===== config.mk =====
export PLATFORM = sky130hd
export DESIGN_NAME = reset_sequencer
export DESIGN_NICKNAME = d
export VERILOG_FILES = /design/src/rtl/reset_sequencer.sv
export SDC_FILE = /design/constraint.sdc
export NUM_CORES = 1
export LEC_CHECK = 0
export CAP_MARGIN = 20
export CELL_PAD_IN_SITES_DETAIL_PLACEMENT = 0
export CELL_PAD_IN_SITES_GLOBAL_PLACEMENT = 2
export CORE_MARGIN = 2
export CORE_UTILIZATION = 35
export CTS_CLUSTER_SIZE = 20
export DETAILED_ROUTE_END_ITERATION = 6
export PLACE_DENSITY = 0.84
export SLEW_MARGIN = 20
export SYNTH_ARGS = -nofsm -noshare
export SYNTH_HDL_FRONTEND = slang
export SYNTH_SLANG_ARGS = --single-unit

===== constraint.sdc =====
create_clock -name clk -period 3.8 [get_ports clk]
set_input_delay 0.76 -clock clk [delete_from_list [all_inputs] [get_ports clk]]
set_output_delay 0.76 -clock clk [all_outputs]
set_load 0.1 [all_outputs]

===== src/rtl/reset_sequencer.sv =====
// rtl/reset_sequencer.sv - staged reset sequencer releasing NumStages resets spaced StageCycles apart
// Ports:
//   clk        - system clock
//   ext_rst_n  - board reset, asynchronous, active-low (assertion async, release synchronised)
//   lock_i     - PLL locked flag, asynchronous, synchronised internally
//   sw_rst_req - single-cycle software reset request, clk domain, honoured only once all stages are out
//   rst        - active-high stage resets, rst[0] released first
//   rst_done   - high once every stage is released
//   busy       - high while releasing (or re-asserting) stages
// Optional feature macro: RESET_SEQUENCER_ORDERED_ASSERT_EN
//   undefined - sw_rst_req re-asserts every stage at once and resequences
//   defined   - sw_rst_req re-asserts stages top-down, StageCycles apart, then resequences
module reset_sequencer #(
    parameter int NumStages   = 4,
    parameter int StageCycles = 16,
    parameter int SyncStages  = 2
) (
    input  logic                 clk,
    input  logic                 ext_rst_n,
    input  logic                 lock_i,
    input  logic                 sw_rst_req,
    output logic [NumStages-1:0] rst,
    output logic                 rst_done,
    output logic                 busy
);
    localparam int CntW   = $clog2(StageCycles + 1);
    localparam int StageW = (NumStages > 1) ? $clog2(NumStages) : 1;
    localparam logic [CntW-1:0]      CntLast   = CntW'(StageCycles - 1);
    localparam logic [StageW-1:0]    StageLast = StageW'(NumStages - 1);
    localparam logic [NumStages-1:0] OneHot0   = NumStages'(1);

    generate
        if (NumStages < 1) begin : g_bad_num_stages
            $error("reset_sequencer: NumStages must be >= 1");
        end
        if (StageCycles < 1) begin : g_bad_stage_cycles
            $error("reset_sequencer: StageCycles must be >= 1");
        end
        if (SyncStages < 2) begin : g_bad_sync_stages
            $error("reset_sequencer: SyncStages must be >= 2");
        end
    endgenerate

`ifdef RESET_SEQUENCER_ORDERED_ASSERT_EN
    typedef enum logic [1:0] {S_WAIT, S_RELEASE, S_DONE, S_ASSERT} state_t;
`else
    typedef enum logic [1:0] {S_WAIT, S_RELEASE, S_DONE} state_t;
`endif

    // Power-up values match the reset values so an FPGA starts in reset.
    logic [SyncStages-1:0] ext_chain  = '0;
    logic [SyncStages-1:0] lock_chain = '0;
    state_t                state      = S_WAIT;
    logic [CntW-1:0]       cnt        = '0;
    logic [StageW-1:0]     stage      = '0;
    logic [NumStages-1:0]  rst_q      = '1;
    logic                  done_q     = 1'b0;
    logic                  busy_q     = 1'b0;

    state_t                state_d;
    logic [CntW-1:0]       cnt_d;
    logic [StageW-1:0]     stage_d;
    logic [NumStages-1:0]  rst_d;
    logic                  done_d;
    logic                  busy_d;

    logic ext_sync;
    logic lock_sync;

    assign ext_sync  = ext_chain[SyncStages-1];
    assign lock_sync = lock_chain[SyncStages-1];

    // The ext chain shifts in a constant 1: assertion is async, release is synchronised.
    always_ff @(posedge clk or negedge ext_rst_n) begin
        if (!ext_rst_n) begin
            ext_chain  <= '0;
            lock_chain <= '0;
        end else begin
            ext_chain  <= {ext_chain[SyncStages-2:0], 1'b1};
            lock_chain <= {lock_chain[SyncStages-2:0], lock_i};
        end
    end

    always_ff @(posedge clk or negedge ext_rst_n) begin
        if (!ext_rst_n) begin
            state  <= S_WAIT;
            cnt    <= '0;
            stage  <= '0;
            rst_q  <= '1;
            done_q <= 1'b0;
            busy_q <= 1'b0;
        end else begin
            state  <= state_d;
            cnt    <= cnt_d;
            stage  <= stage_d;
            rst_q  <= rst_d;
            done_q <= done_d;
            busy_q <= busy_d;
        end
    end

    always_comb begin
        state_d = state;
        cnt_d   = cnt;
        stage_d = stage;
        rst_d   = rst_q;
        done_d  = done_q;
        busy_d  = busy_q;

        // Losing lock outranks everything, including a pending software request.
        if (state != S_WAIT && !lock_sync) begin
            state_d = S_WAIT;
            cnt_d   = '0;
            stage_d = '0;
            rst_d   = '1;
            done_d  = 1'b0;
            busy_d  = 1'b0;
        end else begin
            case (state)
                S_RELEASE: begin
                    if (cnt == CntLast) begin
                        cnt_d = '0;
                        rst_d = rst_q & ~(OneHot0 << stage);
                        if (stage == StageLast) begin
                            state_d = S_DONE;
                            stage_d = '0;
                            done_d  = 1'b1;
                            busy_d  = 1'b0;
                        end else begin
                            stage_d = stage + StageW'(1);
                        end
                    end else begin
                        cnt_d = cnt + CntW'(1);
                    end
                end
                S_DONE: begin
                    if (sw_rst_req) begin
                        done_d = 1'b0;
                        cnt_d  = '0;
`ifdef RESET_SEQUENCER_ORDERED_ASSERT_EN
                        // Top stage goes back into reset first; a single-stage build is done at once.
                        rst_d = rst_q | (OneHot0 << StageLast);
                        if (NumStages == 1) begin
                            state_d = S_WAIT;
                            stage_d = '0;
                            busy_d  = 1'b0;
                        end else begin
                            state_d = S_ASSERT;
                            stage_d = StageLast;
                            busy_d  = 1'b1;
                        end
`else
                        state_d = S_WAIT;
                        stage_d = '0;
                        rst_d   = '1;
                        busy_d  = 1'b0;
`endif
                    end
                end
`ifdef RESET_SEQUENCER_ORDERED_ASSERT_EN
                S_ASSERT: begin
                    // stage holds the lowest index already re-asserted.
                    if (cnt == CntLast) begin
                        cnt_d   = '0;
                        stage_d = stage - StageW'(1);
                        rst_d   = rst_q | (OneHot0 << (stage - StageW'(1)));
                        if (stage == StageW'(1)) begin
                            state_d = S_WAIT;
                            stage_d = '0;
                            busy_d  = 1'b0;
                        end
                    end else begin
                        cnt_d = cnt + CntW'(1);
                    end
                end
`endif
                default: begin
                    cnt_d   = '0;
                    stage_d = '0;
                    rst_d   = '1;
                    done_d  = 1'b0;
                    busy_d  = 1'b0;
                    if (ext_sync && lock_sync) begin
                        state_d = S_RELEASE;
                        busy_d  = 1'b1;
                    end
                end
            endcase
        end
    end

    assign rst      = rst_q;
    assign rst_done = done_q;
    assign busy     = busy_q;
endmodule


==> results.yml <==
status:
  status: "completed"
drt:
  wl_per_cell_um: 12.9
  drc: 0
  first_iter_violations: 32
  vias: 680
  via_per_inst: 5.19
  wirelength_um: 1690
  dr.pass1.iters: 4
  antenna_left: 0
place:
  place_ws_ns: 1.40
  portBuffers: 9
  place_area_mm2: 0.00106
  dpl.hpwl_um: 1240
  place_congestion: 0.707
sta:
  fin_setup_tns_ns: 0
  min_period_ns: 2.74
  finalSetupViolCount: 0
  finalWorstSetupSlack_ns: 1.06
  timing.final.hold_violations: 0
  final.period_utilization_pct: 72.0
  final-max-slew-violation-count: 0
  max_slew.worst_pin.slew_ns: 0.978
  fmaxAchievable_mhz: 366
  rsz0062_at_grt: "no"
  whs_ns: 0.359
  relSlewSlack_pct: 34.6
  clock_skew_ns: 0.00264
layout:
  fin_nets: 114
  drive_gt1_share_pct: 13.9
  final_area_mm2: 0.00109
  antenna_cells: 0
  area_delta_synth_final_pct: 15.4
  final_util_pct: 43.1
yosys:
  ys_ff_latch: 19
  avgSynthCellArea_um2: 10.5
  synth_area_um2: 941
  synthCells: 90
  synth_seq_area_share_pct: 51.1
  synth_cell_types: 29
  syn-num-nets: 102
  ys_warn_count: 0
setup_path:
  crit_fanout: 2
  cp-end-kind: "output port"
  cp_cell_sequence: "clkdlybuf4s50_1"
  cp_top_family: "buffers and inverters"
  worst_setup_path_start_kind: "flip-flop"
  path_buf_inv: 1
  critPathKind: "flip-flop to output port"
  rrSetupSlack_ns: 2.04
  worstPathRequired_ns: 3.04
  max_stage_delay_ns: 1.13
  crit_arrival_ns: 1.98
  crit_path_top_delay_cell: "clkdlybuf4s50_1"
global_route:
  grt_pass1_wl_um: 3050
  antenna_found_initial: 0
  grt_max_degree: 20
  grt_pass1_vias: 648
  grt.total_usage_pct: 12.4
  overflow: 0
clock_tree:
  clkTransAtPathRegs_ns: 0.11
  h-tree-depth: 1
  cts_setup_buffers: 0
  cts_sinks: 19
  worstSkewPairLatency_ns: 0.30
  cts_tree: "done"
  numCtsBuffers: 3
  postCtsHoldBufs: 0
  cts_resized: 0
  cts-root-buf: "clkbuf_4"
  cts_buffer_depth: 2
hold_path:
  hold_class: "flip-flop to flip-flop"
die:
  io_pins: 10
  die_area_mm2: 0.00312
  core_area_mm2: 0.00252
  rows: 18
  die_x_um: 55.9
  die_h_um: 55.9
  start_util_pct: 37.3
pwr:
  peakVddDrop_mv: 0.288
  p_int_mw: 0.310
  cellPowerDensity_mw_per_mm2: 445
  pwr-share-comb_pct: 30.3
  p_sw_mw: 0.173
  clkPwrFrac_pct: 21.3
  switching_share_pct: 35.8
  p_leak_nw: 0.462
  seq_power_share_pct: 48.4
flow_run:
  maxCapViolCount: 0
[through the flow]
stage	power, mW	std cells
after floorplan	0.349	90
after global placement	0.386	127
after detailed placement	0.387	127
after CTS	0.494	131
after global routing	0.522	131
final	0.484	131
[power groups by stage]
stage,clock network [mW],logic [mW],registers [mW]
after floorplan,0,0.0904,0.258
after global placement,0,0.148,0.239
final,0.103,0.146,0.234
after CTS,0.110,0.149,0.235
after global routing,0.120,0.165,0.238
after detailed placement,0,0.147,0.239
[sequential cells by signal (all words and copies together) (netlist names)]
register	flops
stage	2
lock_chain	2
state	2
busy	1
ext_chain	2
rst	4
cnt	5
rst_done	1
[layout by cell type, fill, tap and decap left out, types with 2 or more instances in the layout]
cell type / instances
a21o_1: 4
a21oi_1: 3
clkbuf_4: 3
clkdlybuf4s50_1: 9
dfrtp_1: 15
dfstp_2: 4
ha_1: 8
inv_1: 6
nand2_1: 12
nand3_1: 4
nor2_1: 4
o21a_1: 2
o21ai_0: 8
o31ai_1: 2
[Yosys cell counts]
cell / instances / area share (%)
or2_1: 1 / 0.67
nor2_4: 1 / 1.2
a21o_1: 4 / 3.2
ha_1: 8 / 11
o21ai_0: 8 / 4.3
conb_1: 1 / 0.40
a211o_1: 1 / 0.93
and4b_4: 1 / 1.5
o31ai_1: 2 / 1.6
o221a_2: 1 / 1.2
a31oi_1: 1 / 0.67
o211ai_1: 1 / 0.80
buf_2: 2 / 1.1
or4_4: 1 / 1.2
a21boi_2: 1 / 1.2
nor2b_1: 1 / 0.67
dfrtp_1: 15 / 40
nand4b_1: 1 / 0.93
a21oi_2: 1 / 0.93
and2_1: 1 / 0.67
o21ai_1: 1 / 0.53
inv_1: 6 / 2.4
nor2_1: 4 / 1.6
nand2_1: 12 / 4.8
a21oi_1: 3 / 1.6
o21a_1: 2 / 1.6
nand3_1: 4 / 2.1
dfstp_2: 4 / 11
and3_1: 1 / 0.67
[cells by family (layout without fill, tap and decap cells)]
logic type | Yosys count | count (layout) | synth area share [%]
and+or+nand+nor | 28 | 28 | 16.0
AOI/OAI and AO/OA | 26 | 26 | 18.5
DFF | 19 | 19 | 51.1
adders and majority gates | 8 | 8 | 10.6
buffers and inverters | 8 | 19 | 3.46
other | 1 | 1 | 0.399
[per-layer routing]
layer / track usage [%] / part of all wire (%) / vias to the layer above
met5: 0 / 0 / -
met4: 2.04 / 0.59 / 0
met3: 5.35 / 5.5 / 2
met2: 18.7 / 46 / 17
met1: 17.0 / 48 / 330
li1: - / - / 331
[final timing paths]
check                         startpoint             to  cells after the start
min                        lock_chain[0]  lock_chain[1]                      0
min reg2reg                lock_chain[0]  lock_chain[1]                      0
max in group asynchronous      ext_rst_n       rst_done                      1
min in group asynchronous      ext_rst_n         cnt[4]                      1
max reg2reg                     state[0]         rst[3]                      6
max                               rst[2]         rst[2]                      1
[final cells by class]
type                       count  area, um2
clock buffer                   3       22.5
fill                         254       1440
tap                           30       37.5
inverter                       6       22.5
sequential                    19        480
multi-input combinational     63        428
clock inverter                 1       5.00
timing repair buffer           9       90.1
Note: power is estimated with default switching activity, not from simulation.
